[config.mk]
export PLATFORM = sky130hd
export DESIGN_NAME = instruction_loader
export DESIGN_NICKNAME = d
export VERILOG_FILES = /design/src/rtl/instruction_loader.sv
export SDC_FILE = /design/constraint.sdc
export NUM_CORES = 1
export LEC_CHECK = 0
export BUFFER_PORTS_ARGS = -buffer_cell sky130_fd_sc_hd__buf_2
export CORE_MARGIN = 2
export CORE_UTILIZATION = 56
export DETAILED_ROUTE_END_ITERATION = 10
export HOLD_SLACK_MARGIN = 0.02
export PLACE_DENSITY = 0.8
export SETUP_SLACK_MARGIN = 0.15
export SLEW_MARGIN = 20
export SYNTH_ARGS = -nofsm -noshare
export SYNTH_HDL_FRONTEND = slang
export SYNTH_SLANG_ARGS = --single-unit
[constraint.sdc]
create_clock -name physical_clock -period 4.13 [get_ports physical_clock]
set_input_delay 0.413 -clock physical_clock [delete_from_list [all_inputs] [get_ports physical_clock]]
set_output_delay 0.413 -clock physical_clock [all_outputs]
set_load 0.05 [all_outputs]
[src/rtl/instruction_loader.sv]
// rtl/instruction_loader.sv - byte-stream to instruction RAM loader (optional checksum via LOADER_CHECKSUM_EN)
// Packs four big-endian bytes per word and writes consecutive words from a base address.
module instruction_loader #(
    parameter int ADDR_WIDTH = 16,
    parameter int DATA_WIDTH = 32
) (
    input  logic                  physical_clock,
    input  logic                  reset,
    input  logic                  start,
    input  logic [ADDR_WIDTH-1:0] base_addr,
    input  logic [ADDR_WIDTH-1:0] word_count,
    input  logic                  byte_valid,
    input  logic [7:0]            byte_data,
    output logic                  byte_ready,
    output logic                  ram_write_flag,
    output logic [ADDR_WIDTH-1:0] ram_write_addr,
    output logic [DATA_WIDTH-1:0] ram_write_data,
    output logic                  hold_cpu,
    output logic                  busy,
    output logic                  done,
    output logic [ADDR_WIDTH-1:0] words_written,
    output logic                  checksum_error
);

    typedef enum logic [2:0] {
        IDLE  = 3'd0,
        LOAD  = 3'd1,
        WRITE = 3'd2,
`ifdef LOADER_CHECKSUM_EN
        CHECK = 3'd3,
`endif
        DONE  = 3'd4
    } state_t;

    state_t                  state_q, state_d;
    logic [ADDR_WIDTH-1:0]   base_q, base_d;
    logic [ADDR_WIDTH-1:0]   count_q, count_d;
    logic [ADDR_WIDTH-1:0]   words_q, words_d;
    logic [1:0]              idx_q, idx_d;
    logic [DATA_WIDTH-9:0]   buf_q, buf_d;
    logic [ADDR_WIDTH-1:0]   addr_q, addr_d;
    logic [DATA_WIDTH-1:0]   data_q, data_d;
    logic                    flag_q, flag_d;
    logic                    hold_q, hold_d;
    logic                    busy_q, busy_d;
    logic                    done_q, done_d;
    logic                    start_acc;
    logic                    byte_acc;
    logic [ADDR_WIDTH-1:0]   words_inc;
`ifdef LOADER_CHECKSUM_EN
    logic [7:0]              csum_q, csum_d;
    logic                    err_q, err_d;
`endif

    assign start_acc = start && (state_q == IDLE || state_q == DONE);
    assign byte_acc  = byte_valid && byte_ready;
    assign words_inc = words_q + ADDR_WIDTH'(1);

    always_comb begin
        state_d = state_q;
        base_d  = base_q;
        count_d = count_q;
        words_d = words_q;
        idx_d   = idx_q;
        buf_d   = buf_q;
        addr_d  = addr_q;
        data_d  = data_q;
        flag_d  = 1'b0;
`ifdef LOADER_CHECKSUM_EN
        csum_d  = csum_q;
        err_d   = err_q;
`endif
        case (state_q)
            IDLE, DONE: begin
                if (start) begin
                    base_d  = base_addr;
                    count_d = word_count;
                    words_d = '0;
                    idx_d   = '0;
`ifdef LOADER_CHECKSUM_EN
                    csum_d  = '0;
                    err_d   = 1'b0;
`endif
                    state_d = (word_count == '0) ? DONE : LOAD;
                end
            end
            LOAD: begin
                if (byte_acc) begin
                    buf_d = {buf_q[DATA_WIDTH-17:0], byte_data};
                    idx_d = idx_q + 2'd1;
`ifdef LOADER_CHECKSUM_EN
                    csum_d = csum_q ^ byte_data;
`endif
                    // Fourth byte goes straight into the write register, not the shift buffer.
                    if (idx_q == 2'd3) begin
                        state_d = WRITE;
                        flag_d  = 1'b1;
                        addr_d  = base_q + words_q;
                        data_d  = {buf_q, byte_data};
                    end
                end
            end
            WRITE: begin
                words_d = words_inc;
                if (words_inc == count_q) begin
`ifdef LOADER_CHECKSUM_EN
                    state_d = CHECK;
`else
                    state_d = DONE;
`endif
                end else begin
                    state_d = LOAD;
                end
            end
`ifdef LOADER_CHECKSUM_EN
            CHECK: begin
                if (byte_acc) begin
                    err_d   = (byte_data != csum_q);
                    state_d = DONE;
                end
            end
`endif
            default: state_d = IDLE;
        endcase

        busy_d = (state_d != IDLE) && (state_d != DONE);
        // A zero-length load still holds the core for the acceptance cycle.
        hold_d = busy_d || start_acc;
        done_d = (state_d == DONE) && !start_acc;
    end

    always_ff @(posedge physical_clock or posedge reset) begin
        if (reset) begin
            state_q <= IDLE;
            base_q  <= '0;
            count_q <= '0;
            words_q <= '0;
            idx_q   <= '0;
            buf_q   <= '0;
            addr_q  <= '0;
            data_q  <= '0;
            flag_q  <= 1'b0;
            hold_q  <= 1'b0;
            busy_q  <= 1'b0;
            done_q  <= 1'b0;
`ifdef LOADER_CHECKSUM_EN
            csum_q  <= '0;
            err_q   <= 1'b0;
`endif
        end else begin
            state_q <= state_d;
            base_q  <= base_d;
            count_q <= count_d;
            words_q <= words_d;
            idx_q   <= idx_d;
            buf_q   <= buf_d;
            addr_q  <= addr_d;
            data_q  <= data_d;
            flag_q  <= flag_d;
            hold_q  <= hold_d;
            busy_q  <= busy_d;
            done_q  <= done_d;
`ifdef LOADER_CHECKSUM_EN
            csum_q  <= csum_d;
            err_q   <= err_d;
`endif
        end
    end

`ifdef LOADER_CHECKSUM_EN
    assign byte_ready     = (state_q == LOAD) || (state_q == CHECK);
    assign checksum_error = err_q;
`else
    assign byte_ready     = (state_q == LOAD);
    assign checksum_error = 1'b0;
`endif

    assign ram_write_flag = flag_q;
    assign ram_write_addr = addr_q;
    assign ram_write_data = data_q;
    assign hold_cpu       = hold_q;
    assign busy           = busy_q;
    assign done           = done_q;
    assign words_written  = words_q;

endmodule

==> qor.txt, run 1 <==
Synth Instances -> 656
largest area contributor in the netlist -> dfrtp_1
number of enable flip-flop cells after synthesis -> 0
Slew Viols, Final -> 0
DR DRC count -> 0
synth warn -> 0
worst slew pin tran -> 0.966 ns
CP required -> 4.55 ns
die area -> 12,000 µm²
WL final -> 14,800 µm
Yosys cell types -> 54
final setup violation count -> 0
Post-Syn Nets -> 718
Root Driver -> clkbuf_8
GR Util All Layers -> 0.268
Congestion Overflow GR -> 0
RSZ-0062 raised after global routing -> no
synthesized flop and latch total -> 129
Hold Vio Cnt, Final -> 0
DR vias/cell -> 5.52
Tcrit/Tclk final -> 0.653
Hold WC Path Type -> primary input to asynchronous set/reset pin
commonest cells in the netlist -> 213 x nand2_1, 129 x dfrtp_1, 41 x o21ai_0
Synth Flop Type -> dfrtp_1
initial antenna violation count -> 0
port bufs -> 112
critical path class -> register to register
WL/cell -> 16.1 µm
Worst setup SP type -> register
initial core utilization -> 0.574
CTS tree -> done
Crit. End Element -> register
Fmax -> 371 MHz
vias in the first global route -> 4,938
gp weighted congestion -> 0.931
crit-path max FO -> 8
Peak VDD IR -> 0.000489 V
placed cells -> 886
Min Clock Period, post-route -> 2.70 ns
cts-stage hold buffer count -> 0
PD cells -> 800 nW/µm²
Final ANT Viol Nets -> 0
io pins -> 114
Worst Reg2Reg Path Length in Cells -> 10
top cells by area, synth -> dfrtp_1 52%, nand2_1 13%, mux2_2 5.8%
Post-CTS Resized -> 0
Clock Tree Buf Depth -> 2
Skew-Pair Late Insertion Delay -> 0.53 ns
Die Y -> 109 µm
Yosys top cell area share -> 0.519
worst path arrival time -> 3.12 ns
core area -> 10,800 µm²
post-route insts no fill -> 916
status -> complete, no violations
area delta synth->final -> 20.2%
TritonCTS buffer count -> 17
Die X -> 109 µm
Sum Neg Setup Slack -> 0 ns
register area share after synthesis -> 0.519
Worst-path clk slew -> 0.06 ns
mean area per synthesized cell -> 9.48 µm²
via count -> 5,058
DR pass1 iterations -> 7
Post-DP HPWL -> 10,300 µm
clk_skew -> 0.00889 ns
max cap viols -> 0
first-pass GRT wire length -> 24,300 µm
largest net degree at the start of global routing -> 79
setup bufs post-CTS -> 0
antenna diode count -> 0
1st-iter DRT viols -> 410
leak pwr -> 3.87 nW
Mapped Area -> 6220 µm²
H-Tree Depth -> 4
NumNets Final -> 827
Max-Slew Margin vs Limit -> 0.354
top-count cell post-synth -> nand2_1
Rows -> 38
final total power -> 5.98 mW
Async SR Flop Fraction -> 1.00
ratio of cells with drive above 1 in the final layout -> 0.245
clock sinks -> 129
-- logic make-up after synthesis --
| family | Yosys count | synth area share |
|---|---|---|
| other | 1 | 0.000603 |
| AO/OA/AOI/OAI | 103 | 0.102 |
| XOR/XNOR | 31 | 0.0437 |
| adder cells (fa/ha/maj) | 18 | 0.0374 |
| buffers and inverters | 43 | 0.0276 |
| AND/OR/NAND/NOR | 297 | 0.208 |
| flip-flops | 129 | 0.519 |
| multiplexers | 34 | 0.0612 |
-- where the power goes --
part / internal, mW / total (mW) / switching (mW)
Combinational: 0.732 / 2.36 / 1.63
Clock: 0.944 / 1.48 / 0.533
Sequential: 1.78 / 2.15 / 0.365
-- path summary, 6_finish.rpt --
path	start	endpoint	slack (ns)
min reg2reg	ram_write_data[20]	ram_write_data[20]	0.47
min in group physical_clock	word_count[9]	count_q[9]	0.10
max reg2reg	words_written[0]	ram_write_addr[14]	1.43
max	words_written[0]	ram_write_addr[14]	1.43
max in group asynchronous	reset	buf_q[5]	3.13
min	reset	count_q[11]	0.09
-- metal layers --
metal	routed length [µm]	GRT usage
met1	6320	0.343
met2	7410	0.440
met3	679	0.0599
met4	368	0.117
met5	0	0
-- cell usage in the layout, fill, tap and decap left out, types with 6 or more instances in the layout --
master / Yosys / layout
nand2_1: 213 / 212
dfrtp_1: 129 / 129
buf_2: 5 / 112
o21ai_0: 41 / 41
mux2_2: 32 / 32
nor2_1: 26 / 26
ha_1: 17 / 17
xnor2_1: 16 / 16
clkbuf_16: 0 / 16
a21oi_1: 15 / 15
xor2_1: 15 / 15
inv_1: 15 / 14
nand3_1: 9 / 9
a21o_1: 8 / 8
nor3_1: 9 / 8
and3_1: 8 / 8
a31oi_1: 8 / 8
o31ai_1: 7 / 7
buf_4: 1 / 6
-- worst max-delay path, stage by stage (launching register included) --
cell      delay [ns]
dfrtp_1         0.49
ha_1            0.25
inv_1           0.06
fa_1            0.40
nor2b_1         0.13
o21ai_1         0.10
a211oi_1        0.34
o21ai_1         0.16
a311oi_1        0.31
o21ai_0         0.11
a31o_2          0.23
-- final cells by class --
type,count,area [µm²]
Fill cell,804,3360
Tap cell,140,175
Multi-Input combinational cell,484,2830
Clock buffer,21,449
Inverter,15,58.8
Timing Repair Buffer,118,606
Sequential cell,129,3230
Clock inverter,9,133
-- stage by stage --
stage	hold WS (ns)	setup WS, ns	instance area, µm²	utilization
after floorplan	0.439	0.276	6220	-
after global placement	0.452	1.57	6890	0.636
after detailed placement	0.456	1.45	6890	0.636
after CTS	0.0750	1.44	7480	0.690
after global routing	0.0913	1.25	7480	0.690
final	0.0926	1.43	7480	0.690
-- flip-flops by register name, indices dropped and copies added, names as in the netlist --
name	flops
base_q	16
buf_q	24
busy	1
count_q	16
done	1
hold_cpu	1
idx_q	2
ram_write_addr	16
ram_write_data	32
ram_write_flag	1
state_q	3
words_written	16
Note: power is estimated with default switching activity, not from simulation.
==> run 2, diff against run 1 <==
Settings changed: CORE_UTILIZATION 56 to 50, PLACE_DENSITY 0.8 to 0.76.
Clock period 4.13 ns to 2.2 ns, I/O delays scaled along.
==> run 2 against run 1 <==
Net effect:
- the flow now finishes with violations (hold timing, setup timing)
- sequential share of layout area shrank 3.9 points
- hold slack lost 0.11 ns
- first-iteration DRC count shrank 3.7%
- clock-buffer cell count shrank 3
- die area grew 12%
- clock power grew 82%
- sequential power grew 87%
- critical path depth shrank 1
- highest routed layer unchanged
==> qor.txt, run 2 (synthesized netlist as in run 1, its figures left out) <==
status -> complete, but fails checks
failing checks -> hold timing, setup timing
final setup violation count -> 1
H-Tree Depth -> 4
Worst path max stage delay -> 0.45 ns
largest net degree at the start of global routing -> 130
slowest cell on the critical path -> dfrtp_2
DR DRC count -> 0
Crit. End Element -> register
Min Clock Period, post-route -> 2.20 ns
Tcrit/Tclk final -> 1.00
Worst setup SP type -> register
Hold Vio Cnt, Final -> 8
DR vias/cell -> 5.46
pre-CTS setup slack -> -0.159 ns
gp weighted congestion -> 0.920
Final Hold Slack -> -0.0166 ns
initial antenna violation count -> 0
port bufs -> 112
DR pass1 iterations -> 5
Die X -> 116 µm
Levels on crit path -> 9
WL/cell -> 16.6 µm
worst slew pin tran -> 0.835 ns
die area -> 13,300 µm²
CP required -> 2.55 ns
initial core utilization -> 0.516
WL final -> 16,600 µm
Slew Viols, Final -> 0
final core utilization -> 0.684
GR Util All Layers -> 0.254
critical path class -> register to register
CTS tree -> done
Rows -> 40
antenna diode count -> 0
1st-iter DRT viols -> 395
most common cell after layout, fill and taps aside -> nand2_1
leak pwr -> 4.16 nW
fill count -> 859
clk_skew -> 0.0119 ns
crit-path leading delay family -> compound AO/OA/AOI/OAI gates
Max-Slew Margin vs Limit -> 0.442
CP Buf/Inv Count -> 1
Clock Tree Buf Depth -> 2
area delta synth->final -> 32.7%
crit-path max FO -> 4
Fmax -> 454 MHz
Peak VDD IR -> 0.000649 V
Die Y -> 116 µm
Congestion Overflow GR -> 0
max cap viols -> 0
vias in the first global route -> 5,307
io pins -> 114
Final ANT Viol Nets -> 0
TritonCTS buffer count -> 17
commonest cells after routing, fill and taps aside -> 211 x nand2_1, 118 x dfrtp_1, 112 x buf_2, 40 x buf_4, 33 x o21ai_0
PD cells -> 1400 nW/µm²
first-pass GRT wire length -> 26,300 µm
setup ws final -> -0.00288 ns
worst path arrival time -> 2.55 ns
clock sinks -> 129
max reg flops -> 32
Root Driver -> clkbuf_16
NumNets Final -> 878
via count -> 5,446
crit path cell chain -> buf_6, ha_4, a211o_1, a21oi_2, a21oi_2, a31oi_2, o22ai_2, o2111a_1, nor3_2
Skew-Pair Late Insertion Delay -> 0.43 ns
core area -> 12,100 µm²
Hold WC Path Type -> primary input to asynchronous set/reset pin
RSZ-0062 raised after global routing -> yes
most frequent CP cell -> a21oi_2
ratio of cells with drive above 1 in the final layout -> 0.344
Worst-path clk slew -> 0.06 ns
Post-DP HPWL -> 10,800 µm
Worst Reg2Reg Path Length in Cells -> 9
==> run 2: cell types whose count changed in the layout (fill, tap and decap cells not counted), moves of 4 or more <==
| cell | delta |
|---|---|
| buf_4 | +34 |
| dfrtp_1 | -11 |
| dfrtp_2 | +11 |
| dlygate4sd3_1 | +10 |
| o21ai_0 | -8 |
| ha_1 | -6 |
| buf_6 | +5 |
| ha_4 | +5 |
| nand3_1 | -4 |
| o21ai_1 | +4 |
| o21ai_2 | +4 |
==> run 2: path summary, 6_finish.rpt <==
check                                        start            endpoint  slack [ns]
min in group physical_clock           base_addr[5]           base_q[5]        0.03
max in group asynchronous                    reset    words_written[3]        1.67
worst min register to register  ram_write_data[28]  ram_write_data[28]        0.47
worst min-delay path                         reset  ram_write_data[24]       -0.02
worst max-delay path              words_written[1]  ram_write_addr[15]      -0.003
worst max register to register    words_written[1]  ram_write_addr[15]      -0.003
==> run 2: power by group <==
part           internal [mW]  total, mW  switching, mW
clock network           1.59       2.69           1.10
logic                   1.61       4.85           3.24
registers               3.35       4.03          0.688
==> run 2: what timing repair did <==
item	CTS	global route
pin swaps	24	13
hold buffers	10	0
setup endpoints to repair	12	13
hold endpoints to repair	15	0
resized for setup	31	20
buffers inserted	12	6
==> run 2: through the flow <==
| step | instances | TNS [ns] | power, mW | area, µm² |
|---|---|---|---|---|
| after floorplan | 656 | -0.578 | 7.42 | 6320 |
| after global placement | 937 | -0.0366 | 8.46 | 7210 |
| after detailed placement | 937 | -0.545 | 8.62 | 7210 |
| after CTS | 991 | 0 | 11.5 | 8110 |
| after global routing | 997 | -0.262 | 12.2 | 8250 |
| final | 997 | -0.00288 | 11.6 | 8250 |
==> run 2: layout make-up <==
| type | count | area (µm²) | share of cell area |
|---|---|---|---|
| multi-input combinational | 484 | 3120 | 0.378 |
| timing repair buffer | 169 | 1050 | 0.128 |
| clock inverter | 14 | 131 | 0.0159 |
| clock buffer | 18 | 439 | 0.0532 |
| tap | 168 | 210 | 0.0255 |
| sequential | 129 | 3240 | 0.393 |
| inverter | 15 | 60.1 | 0.00728 |
==> run 2: worst reg2reg max path, delay by kind of cell (launching register included) <==
kind / cells / cell delay, ns
compound gates: 6 / 1.22
flops: 1 / 0.45
fa+ha+maj: 1 / 0.21
buf+inv: 1 / 0.14
simple gates: 1 / 0.10
==> run 2: layer usage <==
metal,track usage,part of all wire,vias up
met5,0,0,-
met4,0.112,0.031,0
met3,0.0622,0.055,51
met2,0.413,0.49,218
met1,0.324,0.42,2624
li1,-,-,2553
==> run 3, diff against run 2 <==
Settings changed: SKIP_LAST_GASP set to 1.
==> run 3 against run 2 <==
Net effect:
- the flow still finishes with violations (hold timing, setup timing)
- sequential cell count unchanged
- routed wire length is 0.13% lower
- sequential share of layout area did not move
- largest cell class unchanged
- largest power group unchanged
==> qor.txt, run 3 (synthesized netlist as in run 1, its figures left out) <==
status -> complete, but fails checks
failing checks -> hold timing, setup timing
Max-Slew Margin vs Limit -> 0.439
WL/cell -> 16.6 µm
final setup violation count -> 1
PD cells -> 1400 nW/µm²
Post-DP HPWL -> 10,800 µm
DR vias/cell -> 5.44
slowest cell on the critical path -> dfrtp_2
Min Clock Period, post-route -> 2.20 ns
Placed Area -> 7210 µm²
Fmax -> 454 MHz
initial antenna violation count -> 0
ratio of cells with drive above 1 in the final layout -> 0.344
Rows -> 40
Hold Vio Cnt, Final -> 10
critical path class -> register to register
H-Tree Depth -> 4
pre-CTS setup slack -> -0.159 ns
Worst setup SP type -> register
Hold WC Path Type -> primary input to asynchronous set/reset pin
crit-path max FO -> 4
vias in the first global route -> 5,307
largest net degree at the start of global routing -> 130
RSZ-0062 raised after global routing -> yes
area delta synth->final -> 32.7%
most common cell after layout, fill and taps aside -> nand2_1
Worst path max stage delay -> 0.45 ns
Final Hold Slack -> -0.0235 ns
worst path arrival time -> 2.55 ns
Skew-Pair Late Insertion Delay -> 0.43 ns
WL final -> 16,500 µm
Root Driver -> clkbuf_16
Crit. End Element -> register
Final ANT Viol Nets -> 0
worst slew pin tran -> 0.839 ns
Sum Neg Setup Slack -> -0.00284 ns
1st-iter DRT viols -> 414
DR pass1 iterations -> 5
via count -> 5,428
antenna diode count -> 0
crit path cell chain -> buf_6, ha_4, a211o_1, a21oi_2, a21oi_2, a31oi_2, o22ai_2, o2111a_1, nor3_2
DR DRC count -> 0
NumNets Final -> 878
port bufs -> 112
core area -> 12,100 µm²
CP Buf/Inv Count -> 1
io pins -> 114
gp weighted congestion -> 0.920
Peak VDD IR -> 0.000649 V
setup ws final -> -0.00284 ns
TritonCTS buffer count -> 17
Congestion Overflow GR -> 0
post-route cell area -> 8250 µm²
max reg flops -> 32
CP required -> 2.55 ns
Die Y -> 116 µm
clk_skew -> 0.0120 ns
CTS tree -> done
leak pwr -> 4.16 nW
commonest cells after routing, fill and taps aside -> 211 x nand2_1, 118 x dfrtp_1, 112 x buf_2, 40 x buf_4, 33 x o21ai_0
placed cells -> 937
initial core utilization -> 0.516
post-route insts no fill -> 997
most frequent CP cell -> a21oi_2
die area -> 13,300 µm²
max cap viols -> 0
Clock Tree Buf Depth -> 2
crit-path leading delay family -> compound AO/OA/AOI/OAI gates
Slew Viols, Final -> 0
Tcrit/Tclk final -> 1.00
GR Util All Layers -> 0.254
Die X -> 116 µm
first-pass GRT wire length -> 26,300 µm
Worst-path clk slew -> 0.06 ns
clock sinks -> 129
run 3: cell counts in the layout (fill, tap and decap cells not counted):
Identical to the previous run, type by type.
run 3: worst min-delay path, cell delays in order:
cell	delay, ns
buf_2	0.11
clkinvlp_4	0.07
buf_12	0.49
run 3: final timing paths:
kind,start,to,slack (ns),depth (start not counted)
max in group asynchronous,reset,words_written[3],1.67,3
max reg2reg,words_written[1],ram_write_addr[15],-0.003,9
min reg2reg,ram_write_data[28],ram_write_data[28],0.47,2
min,reset,ram_write_data[24],-0.02,3
min in group physical_clock,base_addr[5],base_q[5],0.03,2
max,words_written[1],ram_write_addr[15],-0.003,9
run 3: timing repair:
item / in CTS / in global routing
setup buffers: 12 / 6
gates cloned: 0 / 0
hold buffers: 10 / 0
endpoints found under the hold margin: 15 / 0
endpoints found under the setup margin: 12 / 13
pin swaps: 24 / 13
resized for setup: 31 / 20
run 3: through the flow:
| stage | util | total power, mW |
|---|---|---|
| 2_1_floorplan | - | 7.42 |
| 3_3_place_gp | 0.597 | 8.46 |
| 3_5_place_dp | 0.597 | 8.62 |
| 4_1_cts | 0.673 | 11.5 |
| 5_1_grt | 0.684 | 12.2 |
| 6_report | 0.684 | 11.6 |
run 3: report_power, final:
group	leakage, nW	internal, mW	switching [mW]
combinational	2.27	1.61	3.24
clock	0.269	1.59	1.10
sequential	1.61	3.35	0.688
run 3: cell type report:
class	instances	area (µm²)
Clock inverter	14	131
Sequential cell	129	3240
Multi-Input combinational cell	484	3120
Timing Repair Buffer	169	1050
Fill cell	859	3810
Tap cell	168	210
Inverter	15	60.1
Clock buffer	18	439
run 3: per-layer routing:
layer / track usage / wire length, µm
met3: 0.0622 / 830
met4: 0.112 / 478
met2: 0.413 / 8220
met5: 0 / 0
met1: 0.324 / 7000
